[src/rtl/uart_hex_tx.sv]
// uart_hex_tx: prints WIDTH-bit words as ASCII hex (MS nibble first) plus a separator into a byte stream.
// Define UART_HEX_TX_CRLF_EN for a CR LF separator; otherwise a single space (0x20) ends each word.
module uart_hex_tx #(
    parameter int unsigned WIDTH = 32,
    parameter int unsigned UPPER = 1
) (
    input  logic             clk,
    input  logic             reset,
    output logic             word_ready,
    input  logic             word_valid,
    input  logic [WIDTH-1:0] word_data,
    input  logic             data_ready,
    output logic             data_valid,
    output logic [7:0]       data_byte
);
    localparam int unsigned NDIG = WIDTH / 4;
    localparam int unsigned CW   = (NDIG > 1) ? $clog2(NDIG) : 1;
`ifdef UART_HEX_TX_CRLF_EN
    localparam logic [7:0] SEP_BYTE = 8'h0D;
`else
    localparam logic [7:0] SEP_BYTE = 8'h20;
`endif

    typedef enum logic [1:0] {
        IDLE,
        DIGIT,
`ifdef UART_HEX_TX_CRLF_EN
        LF,
`endif
        SEP
    } state_t;

    state_t           state_q, state_d;
    logic [WIDTH-1:0] shreg_q, shreg_d;
    logic [CW-1:0]    cnt_q, cnt_d;
    logic             word_ready_q, word_ready_d;
    logic             data_valid_q, data_valid_d;
    logic [7:0]       data_byte_q, data_byte_d;
    logic [WIDTH-1:0] shreg_next;

    function automatic logic [7:0] hex_char(input logic [3:0] nib);
        logic [7:0] base;
        base = (UPPER != 0) ? 8'h41 : 8'h61;
        if (nib < 4'd10) begin
            return 8'h30 + 8'(nib);
        end
        return base + 8'(nib) - 8'd10;
    endfunction

    assign shreg_next = shreg_q << 4;

    // Outputs are computed for the next cycle so every port comes straight from a flop.
    always_comb begin
        state_d      = state_q;
        shreg_d      = shreg_q;
        cnt_d        = cnt_q;
        word_ready_d = word_ready_q;
        data_valid_d = data_valid_q;
        data_byte_d  = data_byte_q;
        case (state_q)
            IDLE: begin
                word_ready_d = 1'b1;
                data_valid_d = 1'b0;
                if (word_valid && word_ready_q) begin
                    shreg_d      = word_data;
                    cnt_d        = CW'(NDIG - 1);
                    data_byte_d  = hex_char(word_data[WIDTH-1 -: 4]);
                    data_valid_d = 1'b1;
                    word_ready_d = 1'b0;
                    state_d      = DIGIT;
                end
            end
            DIGIT: begin
                if (data_ready) begin
                    if (cnt_q != '0) begin
                        shreg_d     = shreg_next;
                        cnt_d       = cnt_q - CW'(1);
                        data_byte_d = hex_char(shreg_next[WIDTH-1 -: 4]);
                    end else begin
                        data_byte_d = SEP_BYTE;
                        state_d     = SEP;
                    end
                end
            end
            SEP: begin
                if (data_ready) begin
`ifdef UART_HEX_TX_CRLF_EN
                    data_byte_d  = 8'h0A;
                    state_d      = LF;
`else
                    data_valid_d = 1'b0;
                    word_ready_d = 1'b1;
                    state_d      = IDLE;
`endif
                end
            end
`ifdef UART_HEX_TX_CRLF_EN
            LF: begin
                if (data_ready) begin
                    data_valid_d = 1'b0;
                    word_ready_d = 1'b1;
                    state_d      = IDLE;
                end
            end
`endif
            default: begin
                data_valid_d = 1'b0;
                word_ready_d = 1'b0;
                state_d      = IDLE;
            end
        endcase
    end

    // Reset drops any partial line without emitting a separator.
    always_ff @(posedge clk) begin
        if (reset) begin
            state_q      <= IDLE;
            shreg_q      <= '0;
            cnt_q        <= '0;
            word_ready_q <= 1'b0;
            data_valid_q <= 1'b0;
            data_byte_q  <= 8'h00;
        end else begin
            state_q      <= state_d;
            shreg_q      <= shreg_d;
            cnt_q        <= cnt_d;
            word_ready_q <= word_ready_d;
            data_valid_q <= data_valid_d;
            data_byte_q  <= data_byte_d;
        end
    end

    assign word_ready = word_ready_q;
    assign data_valid = data_valid_q;
    assign data_byte  = data_byte_q;

endmodule

[config.mk]
export PLATFORM = sky130hd
export DESIGN_NAME = uart_hex_tx
export DESIGN_NICKNAME = d
export VERILOG_FILES = /design/src/rtl/uart_hex_tx.sv
export SDC_FILE = /design/constraint.sdc
export NUM_CORES = 1
export LEC_CHECK = 0
export BUFFER_PORTS_ARGS = -buffer_cell sky130_fd_sc_hd__buf_4
export CAP_MARGIN = 20
export CORE_MARGIN = 2
export CORE_UTILIZATION = 54
export DETAILED_ROUTE_END_ITERATION = 10
export GPL_TIMING_DRIVEN = 0
export PLACE_DENSITY = 0.8
export SKIP_CTS_REPAIR_TIMING = 1
export SYNTH_ARGS = -nofsm -noshare
export SYNTH_HDL_FRONTEND = slang
export SYNTH_SLANG_ARGS = --single-unit
[constraint.sdc]
create_clock -name clk -period 2.3 [get_ports clk]
set_input_delay 0.345 -clock clk [delete_from_list [all_inputs] [get_ports clk]]
set_output_delay 0.345 -clock clk [all_outputs]
set_load 0.005 [all_outputs]
* Yosys cells after proc, flatten, opt, wreduce, memory -nomap -nowiden
Cells that the tools add are included.
** Word-level totals
- Logic and storage cells :: 65
- Bits of input ports :: 36
- Bits in registers :: 43
- Output and inout port bits :: 10
** Cells by class
- Reduce and logical (&&, ||, !) cells :: 8
- Bitwise operators :: 1
- $lt $le $gt $ge :: 2
- Multiplexer cells :: 34
- Equality and inequality tests :: 7
- Add/subtract/negate cells :: 7
** Operators with widths (count)
- two-way mux 28 bit :: 3
- two-way mux 8 bit :: 7
- case mux 28 bit (2 select lines) :: 1
- adder 7 x 4 -> 8 bit, first input constant :: 2
- case mux 8 bit (2 select lines) :: 1
- subtractor 8 x 4 -> 8 bit, second input constant :: 2
- adder 6 x 4 -> 7 bit, first input constant :: 2
- two-way mux 1 bit :: 11
- != test 2 bit, second input constant :: 5
- two-way mux 3 bit :: 3
- less-than comparator 4 bit, second input constant :: 2
- two-way mux 2 bit :: 4
- AND reduction 4 bit :: 2
- case mux 1 bit (3 select lines) :: 2
- case mux 2 bit (3 select lines) :: 1
- case mux 3 bit (2 select lines) :: 1
- AND reduction 3 bit :: 1
- nonzero test 3 bit :: 1
- subtractor 3 x 1 -> 3 bit, second input constant :: 1
- == test 2 x 1 -> 1 bit, second input constant :: 1
- == test 2 bit, second input constant :: 1
- logical NOT 2 bit :: 1
- AND reduction 2 bit :: 1
- nonzero test 2 bit :: 1
- other kinds (2) :: 2

* Longest topological paths before layout
- Depth after elaboration :: 9
- Mapped depth :: 9
- Mapped depth without buffers :: 6

* Worst setup path before layout
No wires, ideal clock.
- Kind :: register to register
- From :: register cnt_q[0]
- To :: register shreg_q[16]
- Path buffers :: 3
- Stages on the path, launching flop included :: 10
- Required time :: 2231 ps
- Data arrival time :: 1781 ps
- Period minus slack after synthesis :: 1850 ps
- Setup time :: 69 ps
- Slack :: 450 ps
- Path through :: dfxtp_1 > inv_1 > ha_1 > nor2b_1 > buf_2 > o21a_1 > buf_6 > buf_6 > or4_1 > o21ai_1
** Between the ends
- Word-level cells in the longest chain between the ends :: 3
** RTL lines
- from (decl) :: line 35 : logic [CW-1:0] cnt_q, cnt_d;
- from (signal assigned) :: line 126 : cnt_q <= cnt_d;
- nonzero test 3 bit :: line 75 : if (cnt_q != '0) begin
- != test 2 bit (no line)
- AND reduction 4 bit (no line)
- to (signal assigned) :: line 125 : shreg_q <= shreg_d;
- to (decl) :: line 34 : logic [WIDTH-1:0] shreg_q, shreg_d;
No other way between the ends.
A chain may end at the register's enable or synchronous reset.

* Worst setup path after layout
- From :: register cnt_q[0]
- To :: register shreg_q[13]
Same word-level chain as after synthesis.

==> impl_results.md <==
* CTS sink count at 42
* Post-Route Setup TNS at 0 ps
* Clock Path Buffers at 2
* Final setup viols at 0
* Highest Clock Rate at 476 MHz
* Hpwl dp at 3650 um
* Synth Net Count at 302
* Max-Slew Margin vs Limit at 65.8%
* Worst path max stage delay at 360 ps
* I/O Buffers at 42
* Synth Area per Inst at 8.40 um2
* Share of cells above drive strength 1 at 20.3%
* R2R Path End: shreg_q[13]
* Largest net degree at the start of global routing at 12
* GP Congestion at 0.807
* Unrepaired setup endpoints after global routing: no
* Slowest-stage cell, CP: dfxtp_1
* Worst Skew at 4.00 ps
* Critical Path RT at 2460 ps
* Outcome: completed
* Hold Path Stages at 3
* Setup Slack @ Placement at 92.3 ps
* Global-route wire length before repair at 8390 um
* Vias per cell at 5.55
* Cell Area, Synth at 2200 um2
* Maxcap violations at 0
* Fin crit period at 2100 ps
* Final cycle utilization of the critical path at 91.4%
* Post-DRT Antenna Nets at 0
* Die Y at 67.8 um
* Final hold viol count at 0
* I/O Pins at 46
* DIE WIDTH at 67.8 um
* Seq/Total Area, Yosys at 38.2%
* Final Net Count at 351
* Max Fanout on Critical Path at 10
* Worst-Skew Late Latency at 290 ps
* Static Leak at 1.12 nW
* Crit end category: register
* Die Footprint at 4600 um2
* ANT cells at 0
* Root Buffer: clkbuf_8
* CP Class: register to register
* Crit path launch type: register
* TritonCTS clock tree: built
* Slew @ Worst Pin at 513 ps
* Worst path cell trace: inv_1 > ha_1 > nor2b_1 > buf_2 > o21a_1 > nor2_1 > clkbuf_1 > o21ai_0
* Initial antenna violation count at 0
* PwrDens at 634 nW/um2
* Max H-tree Level at 2
* Max IR drop VDD at 0.000396 V
* Num rows at 23
* Critical path data arrival time at 2260 ps
* Detailed Route WL at 4970 um
* Synth warn at 0
* Mapped Cells at 262
* Gr usage total at 24.0%
* Reg2Reg Depth at 8
* Drt first-iter violations at 130
* Reg2reg setup slack at 200 ps
* Hold WC Path Type: input port to register
* Max-slew violation count at 0
* Drc violations at 0
* 1st-pass router iterations at 4
* Final Non-Filler Cells at 360
* Flops & latches, synth at 42
* Cts bufs inserted at 5
* Final setup margin at 198 ps
* RR Startpoint: cnt_q[0]
* WP buf/inv at 3
* Vias in the first global route at 1824
* DR vias at 1999
* Count of placed standard cells including taps at 354
* Core box area at 3970 um2
* Initial core utilization at 55.4%
* HP Start: word_data[3]
* Remaining Overflow, GRT at 0
* WHS at 300 ps
* Hold EP: shreg_q[3]
* WL/cell at 13.8 um
* CTS clk-pin slew, worst paths at 70 ps
* Post-synth cell types at 37
* Growth of design area from synthesis to finish at 21.0%
* Crit path max-delay family: buffers and inverters
[placed cells by master (no fill, tap or decap), types with 2 or more instances in the layout]
master / n
nor2_1: 10
o21ai_1: 4
o211ai_1: 2
dfxtp_1: 42
buf_6: 2
o21ai_0: 22
a311oi_1: 12
clkbuf_1: 11
a31oi_1: 2
o311a_1: 2
a22oi_1: 2
and4b_1: 2
buf_4: 45
xnor2_1: 2
nor2b_1: 6
ha_1: 4
nor3_1: 4
mux2i_1: 15
buf_2: 6
nand2_1: 25
nand2b_1: 17
a21oi_1: 24
a211oi_1: 6
inv_1: 9
clkbuf_8: 6
or4_1: 15
[worst max-delay path by stage]
stage | cells after the start | startpoint | to
floorplan | 9 | cnt_q[0] | shreg_q[16]
global placement | 8 | cnt_q[0] | shreg_q[25]
detailed placement | 8 | cnt_q[0] | shreg_q[22]
CTS | 8 | cnt_q[0] | shreg_q[22]
global route | 8 | cnt_q[0] | shreg_q[10]
finish | 8 | cnt_q[0] | shreg_q[13]
[synthesized netlist by cell type, drive strengths merged]
| cell type | count | area [um2] |
|---|---|---|
| nor2 | 11 | 43.8 |
| a311oi | 12 | 105 |
| clkbuf | 12 | 45.0 |
| nand3b | 1 | 20.0 |
| o311ai | 1 | 8.76 |
| buf | 12 | 78.8 |
| a2111oi | 1 | 8.76 |
| nor4b | 1 | 8.76 |
| a31oi | 2 | 12.5 |
| o21bai | 1 | 7.51 |
| nor2b | 6 | 37.5 |
| a21boi | 1 | 7.51 |
| o211ai | 2 | 15.0 |
| nor3 | 4 | 20.0 |
| o311a | 2 | 20.0 |
| o21a | 1 | 7.51 |
| mux2i | 15 | 150 |
| o21ai | 26 | 130 |
| and4b | 2 | 20.0 |
| a22oi | 2 | 15.0 |
| a211oi | 6 | 45.0 |
| ha | 4 | 50.1 |
| inv | 9 | 33.8 |
| nand2b | 17 | 106 |
| a21oi | 24 | 120 |
| conb | 1 | 3.75 |
| nand2 | 26 | 100 |
| or4 | 15 | 113 |
| dfxtp | 42 | 841 |
| o31ai | 1 | 7.51 |
| xnor2 | 2 | 17.5 |
[tightest hold or removal path: cells and delay by family]
kind            cells  cell delay [ps]
compound gates      1               50
buf+inv             1              110
simple gates        1               50
[cells by family after synthesis]
group	Yosys count	synth area share, %
flip-flops	42	38.2
buffers and inverters	33	7.17
AND/OR/NAND/NOR	83	21.3
AO/OA/AOI/OAI	82	23.2
other	1	0.170
adder cells (fa/ha/maj)	4	2.28
multiplexers	15	6.83
XOR/XNOR	2	0.797
[through the flow]
| step | cell area (um2) | total power [mW] | utilization (%) |
|---|---|---|---|
| 2_1_floorplan | 2200 | 1.10 | - |
| 3_3_place_gp | 2580 | 1.23 | 64.9 |
| 3_5_place_dp | 2580 | 1.23 | 64.9 |
| 4_1_cts | 2660 | 1.70 | 67.0 |
| 5_1_grt | 2660 | 1.79 | 67.0 |
| 6_report | 2660 | 1.69 | 67.0 |
[per-layer routing]
layer / vias up / wire length (um) / track usage, %
met5: - / 0 / 0
met4: 0 / 66 / 8.75
met3: 7 / 283 / 4.44
met2: 59 / 2180 / 37.4
met1: 888 / 2440 / 33.3
li1: 1045 / - / -
[flip-flops by register name (all words and copies together) (netlist names)]
| name | flops |
|---|---|
| data_byte | 7 |
| shreg_q | 28 |
| data_valid | 1 |
| cnt_q | 3 |
| word_ready | 1 |
| state_q | 2 |
[where the power goes]
part / switching, mW / leakage (nW) / total, mW / internal (mW)
clock: 0.235 / 0.0431 / 0.466 / 0.231
sequential: 0.0442 / 0.344 / 0.836 / 0.792
combinational: 0.198 / 0.731 / 0.385 / 0.187
[final cells by class]
cell class                 instances  area [um2]
tap                               50        62.6
inverter                           9        33.8
multi-input combinational        187        1200
clock buffer                       6        82.6
timing repair buffer              42         315
fill                             370        1310
buffer                            24         125
sequential                        42         841
Note: power is estimated with default switching activity, not from simulation.
